`src/rtl/cluster_ce.sv`:
```
// Compare-exchange element for one kd-tree parent node. It orders left <= parent <= right
// on the split axis, marks the slots that moved, and registers the result in one stage.
module cluster_ce #(
   parameter int dim         = 3,
   parameter int data_range  = 255,
   parameter int dim_size    = $clog2(data_range),
   parameter int center_size = dim * dim_size,
   parameter int axis_size   = $clog2(dim)
) (
   input  logic                   clk,
   input  logic                   rst,
   input  logic                   en,
   input  logic                   sorting,
   input  logic                   left_en,
   input  logic                   right_en,
   input  logic [center_size-1:0] left,
   input  logic [center_size-1:0] parent,
   input  logic [center_size-1:0] right,
   input  logic [center_size-1:0] point_in,
   input  logic [axis_size-1:0]   axis,
   output logic                   stable,
   output logic                   left_switch,
   output logic                   parent_switch,
   output logic                   right_switch,
   output logic [center_size-1:0] new_left,
   output logic [center_size-1:0] new_parent,
   output logic [center_size-1:0] new_right,
   output logic [axis_size-1:0]   child_axis
);

   localparam logic [axis_size:0] dim_c = dim[axis_size:0];
   localparam logic [axis_size:0] one_c = {{axis_size{1'b0}}, 1'b1};

   function automatic logic [dim_size-1:0] key_of(input logic [center_size-1:0] c,
                                                  input logic [axis_size-1:0]   ax);
      key_of = '0;
      for (int k = 0; k < dim; k++) begin
         if (ax == k[axis_size-1:0]) key_of = c[k*dim_size +: dim_size];
      end
   endfunction

   logic                   unused_point;
   logic [dim_size-1:0]    key_l, key_p, key_r;
   logic                   gt_lp, gt_lr, gt_pr;
   logic [1:0]             rank_l, rank_p, rank_r;
   logic                   axis_valid;
   logic [axis_size:0]     axis_inc;
   logic [center_size-1:0] sel_l, sel_p, sel_r;
   logic                   sw_l, sw_p, sw_r;

   logic [center_size-1:0] new_left_d, new_left_q, new_parent_d, new_parent_q;
   logic [center_size-1:0] new_right_d, new_right_q;
   logic                   left_switch_d, left_switch_q, parent_switch_d, parent_switch_q;
   logic                   right_switch_d, right_switch_q, stable_d, stable_q;
   logic [axis_size-1:0]   child_axis_d, child_axis_q;

   assign unused_point = ^point_in;

   // Strict greater-than keeps equal keys in their original left/parent/right order.
   assign key_l      = key_of(left, axis);
   assign key_p      = key_of(parent, axis);
   assign key_r      = key_of(right, axis);
   assign gt_lp      = key_l > key_p;
   assign gt_lr      = key_l > key_r;
   assign gt_pr      = key_p > key_r;
   assign rank_l     = {1'b0, gt_lp} + {1'b0, gt_lr};
   assign rank_p     = {1'b0, ~gt_lp} + {1'b0, gt_pr};
   assign rank_r     = {1'b0, ~gt_lr} + {1'b0, ~gt_pr};
   assign axis_valid = {1'b0, axis} < dim_c;
   assign axis_inc   = {1'b0, axis} + one_c;

   always_comb begin
      sel_l = left;
      sel_p = parent;
      sel_r = right;
      sw_l  = 1'b0;
      sw_p  = 1'b0;
      sw_r  = 1'b0;
      if (sorting && axis_valid) begin
         if (left_en && right_en) begin
            sel_l = (rank_l == 2'd0) ? left : (rank_p == 2'd0) ? parent : right;
            sel_p = (rank_l == 2'd1) ? left : (rank_p == 2'd1) ? parent : right;
            sel_r = (rank_l == 2'd2) ? left : (rank_p == 2'd2) ? parent : right;
            sw_l  = rank_l != 2'd0;
            sw_p  = rank_p != 2'd1;
            sw_r  = rank_r != 2'd2;
         end else if (!left_en && right_en) begin
            if (gt_pr) begin
               sel_p = right;
               sel_r = parent;
               sw_p  = 1'b1;
               sw_r  = 1'b1;
            end
         end else if (left_en && !right_en) begin
            if (gt_lp) begin
               sel_l = parent;
               sel_p = left;
               sw_l  = 1'b1;
               sw_p  = 1'b1;
            end
         end
      end
   end

   always_comb begin
      new_left_d      = new_left_q;
      new_parent_d    = new_parent_q;
      new_right_d     = new_right_q;
      left_switch_d   = left_switch_q;
      parent_switch_d = parent_switch_q;
      right_switch_d  = right_switch_q;
      stable_d        = stable_q;
      child_axis_d    = child_axis_q;
      if (en) begin
         new_left_d      = sel_l;
         new_parent_d    = sel_p;
         new_right_d     = sel_r;
         left_switch_d   = sw_l;
         parent_switch_d = sw_p;
         right_switch_d  = sw_r;
         stable_d        = ~(sw_l | sw_p | sw_r);
         child_axis_d    = (axis_inc >= dim_c) ? '0 : axis_inc[axis_size-1:0];
      end
   end

   always_ff @(posedge clk) begin
      if (rst) begin
         new_left_q      <= '0;
         new_parent_q    <= '0;
         new_right_q     <= '0;
         left_switch_q   <= 1'b0;
         parent_switch_q <= 1'b0;
         right_switch_q  <= 1'b0;
         stable_q        <= 1'b0;
         child_axis_q    <= '0;
      end else begin
         new_left_q      <= new_left_d;
         new_parent_q    <= new_parent_d;
         new_right_q     <= new_right_d;
         left_switch_q   <= left_switch_d;
         parent_switch_q <= parent_switch_d;
         right_switch_q  <= right_switch_d;
         stable_q        <= stable_d;
         child_axis_q    <= child_axis_d;
      end
   end

   assign new_left      = new_left_q;
   assign new_parent    = new_parent_q;
   assign new_right     = new_right_q;
   assign left_switch   = left_switch_q;
   assign parent_switch = parent_switch_q;
   assign right_switch  = right_switch_q;
   assign stable        = stable_q;
   assign child_axis    = child_axis_q;

endmodule

```
`config.mk`:
```
export PLATFORM = sky130hd
export DESIGN_NAME = cluster_ce
export DESIGN_NICKNAME = d
export VERILOG_FILES = /design/src/rtl/cluster_ce.sv
export SDC_FILE = /design/constraint.sdc
export NUM_CORES = 1
export LEC_CHECK = 0
export CORE_MARGIN = 2
export CORE_UTILIZATION = 41
export DETAILED_ROUTE_END_ITERATION = 8
export PLACE_DENSITY = 0.68
export RECOVER_POWER = 100
export SLEW_MARGIN = 20
export SYNTH_ARGS = -nofsm -noshare
export SYNTH_HDL_FRONTEND = slang
export SYNTH_SLANG_ARGS = --single-unit
```
`constraint.sdc`:
```
create_clock -name clk -period 5.65 [get_ports clk]
set_input_delay 1.13 -clock clk [delete_from_list [all_inputs] [get_ports clk]]
set_output_delay 1.13 -clock clk [all_outputs]
set_load 0.05 [all_outputs]
```
==> results.py <==
metrics = {
    "detailed_routing": {
        "finalWirelength_mm": 33.6,
        "highest_layer": "met4",
        "first_pass_iters": 6,
        "dr_wl_met3_mm": 4.25,
        "drtIter0Drc": 1264,
        "vias": 9485,
        "routed_via_density": 6.71,
        "route.detailed.drc": 0,
        "m1WireLength_mm": 13.5,
        "wl_met2_mm": 14.3,
        "ant_nets": 0,
        "wl_per_cell_um": 23.8,
    },
    "floorplan": {
        "die_h_um": 139,
        "die_w_um": 139,
        "initial_core_util": 0.417,
        "ios": 182,
        "coreArea_um2": 18000,
        "die_area_um2": 19300,
        "num_rows": 49,
    },
    "synthesis": {
        "synthMostInstantiatedCell": "nand2_1",
        "synth-main-ff-cell": "dfxtp_1",
        "synth_fp_nets": 1197,
        "synth_top_area_frac": 0.209,
        "ys_ff_latch": 78,
        "syn_inst": 1069,
        "avgSynthCellArea_um2": 7.00,
        "synthTopCellsByArea": "dfxtp_1 (21%), nand2_1 (8.5%), nor2_1 (7.4%)",
        "syn_area_um2": 7480,
        "synth_edf_count": 0,
        "ys_types": 60,
        "ys_seq_area_frac": 0.209,
        "ys_top_cells_by_count": "nand2_1 (169), nor2_1 (147), clkbuf_1 (87)",
        "async_flop_share": 0,
        "yosysWarnings": 0,
        "yosysTopAreaCell": "dfxtp_1",
    },
    "pwr": {
        "p_leak_nw": 3.98,
        "total_power_mw": 2.64,
        "vdd_drop_max_v": 0.000163,
        "p_per_area_nw_per_um2": 275,
    },
    "placement": {
        "dpl.hpwl_mm": 23.5,
        "gp_congestion": 0.997,
        "place_ws_ns": 0.389,
        "dpl_cell_area_um2": 9320,
        "io_buffers": 157,
        "dp.cells": 1397,
    },
    "status": {
        "violations": "max-capacitance violations, max-slew violations",
        "status": "complete, but fails checks",
    },
    "layout": {
        "fin_cells": 1413,
        "nets": 1307,
        "design_area_um2": 9620,
        "diodes": 0,
        "drive_gt1_frac": 0.0870,
        "area_growth_pct": 28.5,
        "utilization": 0.535,
    },
    "critical_path": {
        "crit_family": "buffers and inverters",
        "crit_path_start_kind": "input port",
        "path_cells": "dlygate4sd3_1 -> buf_12 -> mux2i_1 -> o21ai_0 -> ha_1 -> a21oi_1 -> o21ai_0 -> o21a_1 -> or2_1 -> clkbuf_2 -> xnor2_4 -> clkbuf_2 -> mux2i_1 -> nand2_1 -> a32o_1",
        "critical_path.max_stage_delay_ns": 0.58,
        "crit_arrival_ns": 5.45,
        "crit_path_top_delay_cell": "dlygate4sd3_1",
        "worst-setup-path-type": "in2reg",
        "crit_path_end_kind": "register",
        "worstPathRequired_ns": 5.90,
        "crit_path_max_fanout": 28,
        "path_buf_inv": 4,
    },
    "cts": {
        "clk_pin_slew_ns": 0.06,
        "cts_buffers": 9,
        "postCtsHoldBufs": 0,
        "insertion_delay_ns": 0.35,
        "cts_resized": 0,
        "cts_root_buf": "clkbuf_16",
        "htreeDepth": 3,
        "cts_tree": "yes",
        "cts.sinks": 78,
        "post-cts-setup-buffers": 0,
        "cts.path.max_buffers": 2,
    },
    "grt": {
        "grt_pass1_wl_mm": 51.4,
        "grt_pass1_vias": 8439,
        "grt.total_usage": 0.338,
        "grt_overflow": 0,
        "grt_max_degree": 79,
        "antenna_found_initial": 0,
    },
    "sta": {
        "whs_ns": 0.459,
        "period_share": 0.920,
        "min_period_ns": 5.20,
        "fin_tns_setup_ns": 0,
        "drv_slew": 57,
        "max_clock_freq_ghz": 0.192,
        "setup_ws_ns": 0.451,
        "rsz0062_at_grt": "no",
        "setup_violations": 0,
        "slew_headroom": -0.832,
        "hold_violations": 0,
        "worst_slew_pin_slew_ns": 2.75,
        "finalClockSkew_ns": 0,
    },
    "run": {
        "cap_violations": 1,
    },
    "hold_path": {
        "hold_path.class": "reg2reg",
    },
}
[where the power goes]
group | switching [mW] | internal [mW] | total, mW
Sequential | 0.0440 | 0.610 | 0.654
Combinational | 0.879 | 0.464 | 1.34
Clock | 0.265 | 0.381 | 0.645
Total | 1.19 | 1.45 | 2.64
[path summary, 6_finish.rpt]
| check | from | end | slack [ns] | cells after the start |
|---|---|---|---|---|
| worst min-delay path | child_axis[1]$_SDFFE_PP0P_ | child_axis[1]$_SDFFE_PP0P_ | 0.46 | 2 |
| worst max-delay path | axis[0] | new_parent[18]$_SDFFE_PP0P_ | 0.45 | 15 |
| worst max register to register | new_parent[5]$_SDFFE_PP0P_ | new_parent[5]$_SDFFE_PP0P_ | 4.57 | 4 |
| worst min register to register | child_axis[1]$_SDFFE_PP0P_ | child_axis[1]$_SDFFE_PP0P_ | 0.46 | 2 |
[worst reg2reg max path: stages, from the launching register on]
cell      delay (ns)
dfxtp_1         0.34
nor2_1          0.11
nor2_1          0.07
o2111a_1        0.26
a32o_1          0.19
[sequential cells by signal (all words and copies together) (netlist names)]
name and cells:
right_switch 1, left_switch 1, parent_switch 1, new_left 24, child_axis 2, stable 1
new_parent 24, new_right 24
[cells by family after synthesis]
family / count (synthesis) / share of synthesized area
AND/OR/NAND/NOR: 394 / 0.228
AO/OA/AOI/OAI: 377 / 0.380
buffers and inverters: 162 / 0.0926
flip-flops: 78 / 0.209
multiplexers: 30 / 0.0401
adder cells (fa/ha/maj): 24 / 0.0401
XOR/XNOR: 4 / 0.0107
[routing by layer]
metal  up-vias  global-route usage
met4         0               0.151
li1       4216                   -
met3       104              0.0684
met5         -                   0
met1      4446               0.479
met2       719               0.495
[placed cells by master, fill, tap and decap left out, types with 5 or more instances in the layout]
master           synthesis  final
nand4_1                  5      5
a21oi_1                 26     26
clkdlybuf4s50_1          0     76
inv_1                   34     34
a22oi_1                 26     26
a221oi_1                21     21
o21ai_0                 63     62
o221ai_1                42     42
o21a_1                  26     26
mux2i_1                 30     30
nand2_1                169    169
dlygate4sd3_1            0     79
a311oi_1                24     24
ha_1                    24     24
clkbuf_16                0      9
nor2_1                 147    146
a221o_1                 18     18
and3_1                  43     43
o2111a_1                 5      5
o211ai_1                21     21
a21o_1                   5      5
a32o_1                   5      5
dfxtp_1                 78     78
a311o_1                  6      6
a31oi_1                 32     32
buf_4                    5     65
o32ai_1                 39     39
[final cells by class]
class / count / area, um2
clock inverter: 2 / 38.8
timing repair buffer: 227 / 2090
sequential: 78 / 1560
fill: 1811 / 8350
inverter: 34 / 128
clock buffer: 14 / 274
tap: 229 / 287
multi-input combinational: 829 / 5240
Power figures use the tool's default switching activity.
